File: config.mk
export PLATFORM = sky130hd
export DESIGN_NAME = seven_segment_scanner
export DESIGN_NICKNAME = d
export VERILOG_FILES = /design/src/rtl/seven_segment_scanner.sv
export SDC_FILE = /design/constraint.sdc
export NUM_CORES = 1
export LEC_CHECK = 0
export CORE_AREA = 5 5 104 96
export CTS_CLUSTER_DIAMETER = 60
export DETAILED_ROUTE_END_ITERATION = 12
export DIE_AREA = 0 0 109 101
export GPL_TIMING_DRIVEN = 0
export PLACE_DENSITY = 0.72
export SLEW_MARGIN = 10
export SYNTH_ARGS = -nofsm -noshare
export SYNTH_HDL_FRONTEND = slang
export SYNTH_SLANG_ARGS = --single-unit
File: constraint.sdc
create_clock -name clk_i -period 2.61 [get_ports clk_i]
set_input_delay 0.6525 -clock clk_i [delete_from_list [all_inputs] [get_ports clk_i]]
set_output_delay 0.6525 -clock clk_i [all_outputs]
set_load 0.005 [all_outputs]
File: src/rtl/seven_segment_scanner.sv
// Multiplexed seven-segment driver: scans NUM_DIGITS hex digits with per-digit dp/blanking,
// leading-zero suppression and PWM brightness, using inputs captured once per frame.
module seven_segment_scanner #(
  parameter int NUM_DIGITS  = 8,
  parameter int DIV_W       = 10,
  parameter int BRIGHT_W    = 3,
  parameter bit EN_ACT_LOW  = 1'b1,
  parameter bit SEG_ACT_LOW = 1'b1
) (
  input  logic                    clk_i,
  input  logic                    rst_ni,
  input  logic [4*NUM_DIGITS-1:0] value_i,
  input  logic [NUM_DIGITS-1:0]   dp_i,
  input  logic [NUM_DIGITS-1:0]   blank_i,
  input  logic                    lz_suppress_i,
  input  logic [BRIGHT_W-1:0]     brightness_i,
  output logic [NUM_DIGITS-1:0]   digit_enable_o,
  output logic [7:0]              digit_code_o,
  output logic                    frame_o
);

  localparam int IDX_W = $clog2(NUM_DIGITS);
  localparam logic [NUM_DIGITS-1:0] EN_MASK  = {NUM_DIGITS{EN_ACT_LOW}};
  localparam logic [7:0]            SEG_MASK = {8{SEG_ACT_LOW}};

  logic [DIV_W-1:0]        slot_cnt_reg;
  logic [IDX_W-1:0]        digit_idx_reg;
  logic [4*NUM_DIGITS-1:0] value_sh_reg;
  logic [NUM_DIGITS-1:0]   dp_sh_reg;
  logic [NUM_DIGITS-1:0]   blank_sh_reg;
  logic                    lz_sh_reg;
  logic [BRIGHT_W-1:0]     bright_sh_reg;
  logic                    first_frame_reg;
  logic [NUM_DIGITS-1:0]   enable_reg;
  logic [7:0]              code_reg;
  logic                    frame_reg;

  logic                    frame_wrap;
  logic [NUM_DIGITS-1:0]   suppress;
  logic [NUM_DIGITS:1]     zero_from;
  logic [3:0]              cur_nibble;
  logic                    lit;
  logic [NUM_DIGITS-1:0]   enable_next;
  logic [7:0]              code_next;
  logic                    frame_next;

  function automatic logic [6:0] hex_font(input logic [3:0] nib);
    case (nib)
      4'h0: hex_font = 7'h3F;  4'h1: hex_font = 7'h06;
      4'h2: hex_font = 7'h5B;  4'h3: hex_font = 7'h4F;
      4'h4: hex_font = 7'h66;  4'h5: hex_font = 7'h6D;
      4'h6: hex_font = 7'h7D;  4'h7: hex_font = 7'h07;
      4'h8: hex_font = 7'h7F;  4'h9: hex_font = 7'h6F;
      4'hA: hex_font = 7'h77;  4'hB: hex_font = 7'h7C;
      4'hC: hex_font = 7'h39;  4'hD: hex_font = 7'h5E;
      4'hE: hex_font = 7'h79;  default: hex_font = 7'h71;
    endcase
  endfunction

  assign frame_wrap = (&slot_cnt_reg) && (digit_idx_reg == IDX_W'(NUM_DIGITS - 1));

  // zero_from[k]: nibbles k..NUM_DIGITS-1 are all zero; digit 0 is never suppressed
  assign zero_from[NUM_DIGITS] = 1'b1;
  assign suppress[0]           = 1'b0;
  generate
    for (genvar gi = 1; gi < NUM_DIGITS; gi++) begin : g_lz
      assign zero_from[gi] = zero_from[gi+1] && (value_sh_reg[4*gi +: 4] == 4'h0);
      assign suppress[gi]  = lz_sh_reg && zero_from[gi];
    end
  endgenerate

  always_comb begin
    cur_nibble  = value_sh_reg[{digit_idx_reg, 2'b00} +: 4];
    lit         = !blank_sh_reg[digit_idx_reg] && !suppress[digit_idx_reg]
                  && (slot_cnt_reg != '0)
                  && (slot_cnt_reg[DIV_W-1 -: BRIGHT_W] <= bright_sh_reg);
    enable_next = '0;
    code_next   = 8'h00;
    if (lit) begin
      enable_next = {{(NUM_DIGITS-1){1'b0}}, 1'b1} << digit_idx_reg;
      code_next   = {dp_sh_reg[digit_idx_reg], hex_font(cur_nibble)};
    end
    frame_next = (slot_cnt_reg == '0) && (digit_idx_reg == '0) && !first_frame_reg;
  end

  always_ff @(posedge clk_i) begin
    if (!rst_ni) begin
      slot_cnt_reg    <= '0;
      digit_idx_reg   <= '0;
      value_sh_reg    <= '0;
      dp_sh_reg       <= '0;
      blank_sh_reg    <= '1;
      lz_sh_reg       <= 1'b0;
      bright_sh_reg   <= '0;
      first_frame_reg <= 1'b1;
      enable_reg      <= EN_MASK;
      code_reg        <= SEG_MASK;
      frame_reg       <= 1'b0;
    end else begin
      slot_cnt_reg <= slot_cnt_reg + 1'b1;
      if (&slot_cnt_reg) begin
        digit_idx_reg <= frame_wrap ? '0 : digit_idx_reg + 1'b1;
      end
      // Shadow copy only at the frame boundary keeps a frame tear-free
      if (frame_wrap) begin
        value_sh_reg    <= value_i;
        dp_sh_reg       <= dp_i;
        blank_sh_reg    <= blank_i;
        lz_sh_reg       <= lz_suppress_i;
        bright_sh_reg   <= brightness_i;
        first_frame_reg <= 1'b0;
      end
      enable_reg <= enable_next ^ EN_MASK;
      code_reg   <= code_next ^ SEG_MASK;
      frame_reg  <= frame_next;
    end
  end

  assign digit_enable_o = enable_reg;
  assign digit_code_o   = code_reg;
  assign frame_o        = frame_reg;

endmodule
==> impl_metrics.py <==
metrics = {
    "route": {
        "route.detailed.drc": 0,
        "antenna_left": 0,
        "drt_wl_total_mm": 9.18,
        "count_of_routing_violations_after_the_opening_detailed_route_iteration": 154,
        "dr_total_vias": 3170,
        "routed_wire_length_per_instance_um": 14.4,
        "vias_per_cell": 4.96,
        "drt_first_pass_iters": 4,
    },
    "synthesis": {
        "synthesis.nets": 499,
        "synth.largest_area_cell": "sky130_fd_sc_hd__dfxtp_1",
        "post_synth_edffs": 0,
        "synth_largest_type_area_fraction_pct": 43.4,
        "top_post_synthesis_cells_by_area": "sky130_fd_sc_hd__dfxtp_1 43%, sky130_fd_sc_hd__nand2_1 12%, sky130_fd_sc_hd__a21boi_0 8.8%",
        "postSynthAreaPerCell_sq_um": 8.92,
        "postSynthRegisterBits": 83,
        "netlist_area_sq_um": 3830,
        "ys_seq_area_share_pct": 43.4,
        "synthArstFlopShare_pct": 0,
        "yosys_warnings": 0,
        "synth_cell_type_count": 42,
        "synthesized_netlist_cell_count": 429,
        "synth_flop_cell": "sky130_fd_sc_hd__dfxtp_1",
    },
    "critical_path": {
        "endpoint_kind": "flip-flop",
        "cells_along_the_critical_path": "buf_6 > buf_4 > mux2i_1 > a22o_1 > a221oi_4 > inv_1 > ha_1 > nand2_1 > o21ai_0 > mux2_2 > nand2_1",
        "worst_path_largest_cell_delay_ps": 420,
        "critical_path_start_type": "flip-flop",
        "crit_path_start": "digit_idx_reg[1]",
        "reg2reg_from": "digit_idx_reg[1]",
        "path_common_cell": "sky130_fd_sc_hd__nand2_1",
        "crit_type": "reg -> reg",
        "timing.critical_path.slowest_stage_cell": "sky130_fd_sc_hd__dfxtp_4",
        "crit_path_dat_ps": 2770,
        "cp_max_fo": 10,
        "timing.critical_path.required_ps": 2910,
    },
    "clock_network": {
        "cts.path.max_buffers": 2,
        "worst_skew_pair.late_latency_ps": 350,
        "clock_tree_from_tritoncts": "done",
        "cts_inserted_buffers": 9,
        "cts-root-buf": "sky130_fd_sc_hd__clkbuf_8",
        "worst_setup_hold_path_clk_slew_ps": 80,
        "htreeDepth": 3,
        "clock-sinks": 83,
    },
    "timing": {
        "setup_violations": 0,
        "timing.final.ws_setup_ps": 136,
        "timing.slew.headroom_pct": 69.0,
        "worstMarginPinSlew_ps": 461,
        "fin_crit_ps": 2470,
        "hold_viol": 0,
        "clock-skew-final_ps": 7.41,
        "finalMaxSlewViolations": 0,
        "finalCritPeriodShare_pct": 94.8,
        "max_freq_ghz": 0.404,
        "timing.hold.ws_ps": 468,
    },
    "global_routing": {
        "antenna_found_initial": 0,
        "pin_count_of_the_biggest_net_entering_global_routing": 14,
        "grt_first_pass_wirelength_mm": 15.3,
        "groute.usage.overall_pct": 17.7,
        "grt-ovfl-total": 0,
        "number_of_global_route_vias_before_repair": 3240,
    },
    "power_and_ir_drop": {
        "total_power_mw": 2.31,
        "ir_worst_vdd_mv": 0.213,
        "p_per_area_nw_per_um2": 471,
        "power_leakage_nw": 1.81,
    },
    "placed_design": {
        "gpl.final_weighted_congestion": 0.841,
        "dp_slack_ps": -183,
        "place.detailed.hpwl_mm": 7.02,
        "portBuffers": 70,
    },
    "floorplan": {
        "design.die.area_sq_um": 11000,
        "floorplan.rows": 33,
        "die_w_um": 109,
        "core_area_sq_um": 8880,
        "io_pins": 71,
        "chipHeight_um": 101,
        "start_util_pct": 43.1,
    },
    "layout": {
        "syn_to_final_growth_pct": 28.3,
        "share_of_final_layout_standard_cells_stronger_than_drive_strength_1_pct": 9.48,
        "n_antenna_cell": 0,
        "finalNetCount": 582,
        "largest_register_ffs": 32,
    },
    "hold_path": {
        "worst_hold_startpoint": "first_frame_reg",
        "min_path_type": "reg -> reg",
    },
    "run": {
        "cap_viol_max_count": 0,
    },
    "run_status": {
        "run_status": "completed",
    },
}
-- where the power goes --
group | switching, mW | internal, mW | leakage [nW]
registers | 0.00441 | 1.27 | 0.671
clock network | 0.454 | 0.464 | 0.0991
logic | 0.0360 | 0.0866 | 1.04
-- cell type report --
| class | instances | area [sq um] |
|---|---|---|
| Tap cell | 122 | 153 |
| Clock buffer | 11 | 141 |
| Timing Repair Buffer | 72 | 716 |
| Buffer | 26 | 146 |
| Multi-Input combinational cell | 305 | 1980 |
| Clock inverter | 5 | 52.6 |
| Sequential cell | 83 | 1670 |
| Fill cell | 812 | 3970 |
| Inverter | 15 | 56.3 |
-- layout by cell type, fill, tap and decap left out, drive strengths merged, types with 15 or more instances in the layout --
| master | n |
|---|---|
| a21boi | 45 |
| clkbuf | 20 |
| inv | 15 |
| ha | 16 |
| clkdlybuf4s50 | 70 |
| buf | 19 |
| mux2i | 15 |
| nand3 | 21 |
| dfxtp | 83 |
| nand2 | 124 |
-- worst paths after layout --
path                           to  slack, ps  depth (start not counted)
hold reg to reg           frame_o        470                          1
hold / removal            frame_o        470                          1
setup / recovery  digit_code_o[3]        140                         11
setup reg to reg  digit_code_o[3]        140                         11
-- cell usage after synthesis (3+ instances only) --
cell type,instances
sky130_fd_sc_hd__a21boi_0,45
sky130_fd_sc_hd__a31oi_1,3
sky130_fd_sc_hd__and2_1,12
sky130_fd_sc_hd__buf_2,11
sky130_fd_sc_hd__buf_4,4
sky130_fd_sc_hd__clkbuf_1,9
sky130_fd_sc_hd__dfxtp_1,83
sky130_fd_sc_hd__ha_1,16
sky130_fd_sc_hd__inv_1,14
sky130_fd_sc_hd__mux2i_1,14
sky130_fd_sc_hd__mux4_2,6
sky130_fd_sc_hd__nand2_1,124
sky130_fd_sc_hd__nand3_1,21
sky130_fd_sc_hd__nor2_1,6
sky130_fd_sc_hd__nor2b_1,5
sky130_fd_sc_hd__nor3_1,4
sky130_fd_sc_hd__nor4_1,9
sky130_fd_sc_hd__o21ai_0,6
sky130_fd_sc_hd__xnor2_1,5
-- metal layers --
metal	up-vias	wire length [um]	global-route usage [%]
met2	85	4050	27.8
met5	-	0	0
met4	0	148	6.41
li1	1619	-	-
met3	10	454	3.46
met1	1456	4530	24.2
-- stage by stage --
step	instances	instance area [sq um]	TNS [ps]	utilization [%]
final	639	4910	0	55.3
after global routing	639	4910	-12.1	55.3
after CTS	637	4890	0	55.1
after detailed placement	621	4680	-435	52.7
after global placement	621	4680	-100	52.7
after floorplan	429	3830	0	-
-- kinds of logic after synthesis --
group	Yosys count	synth area share, %
buf+inv	41	5.16
simple gates	190	22.0
flops	83	43.4
fa+ha+maj	16	5.23
compound gates	68	13.2
xor+xnor	7	1.60
mux	24	9.45
-- critical path: cells and delay by family, from the launching register on --
family                     cells  cell delay [ps]
buffers and inverters          3              510
DFF                            1              420
adders and majority gates      1              310
and+or+nand+nor                2              150
muxes                          2              390
AOI/OAI and AO/OA              3              640
-- timing repair --
item / in CTS / in global routing
setup endpoints to repair: 6 / 6
pin swaps: 0 / 0
setup buffers: 0 / 2
hold buffers: 0 / 0
gates resized for setup: 3 / 6
(Power assumes the default switching activity.)
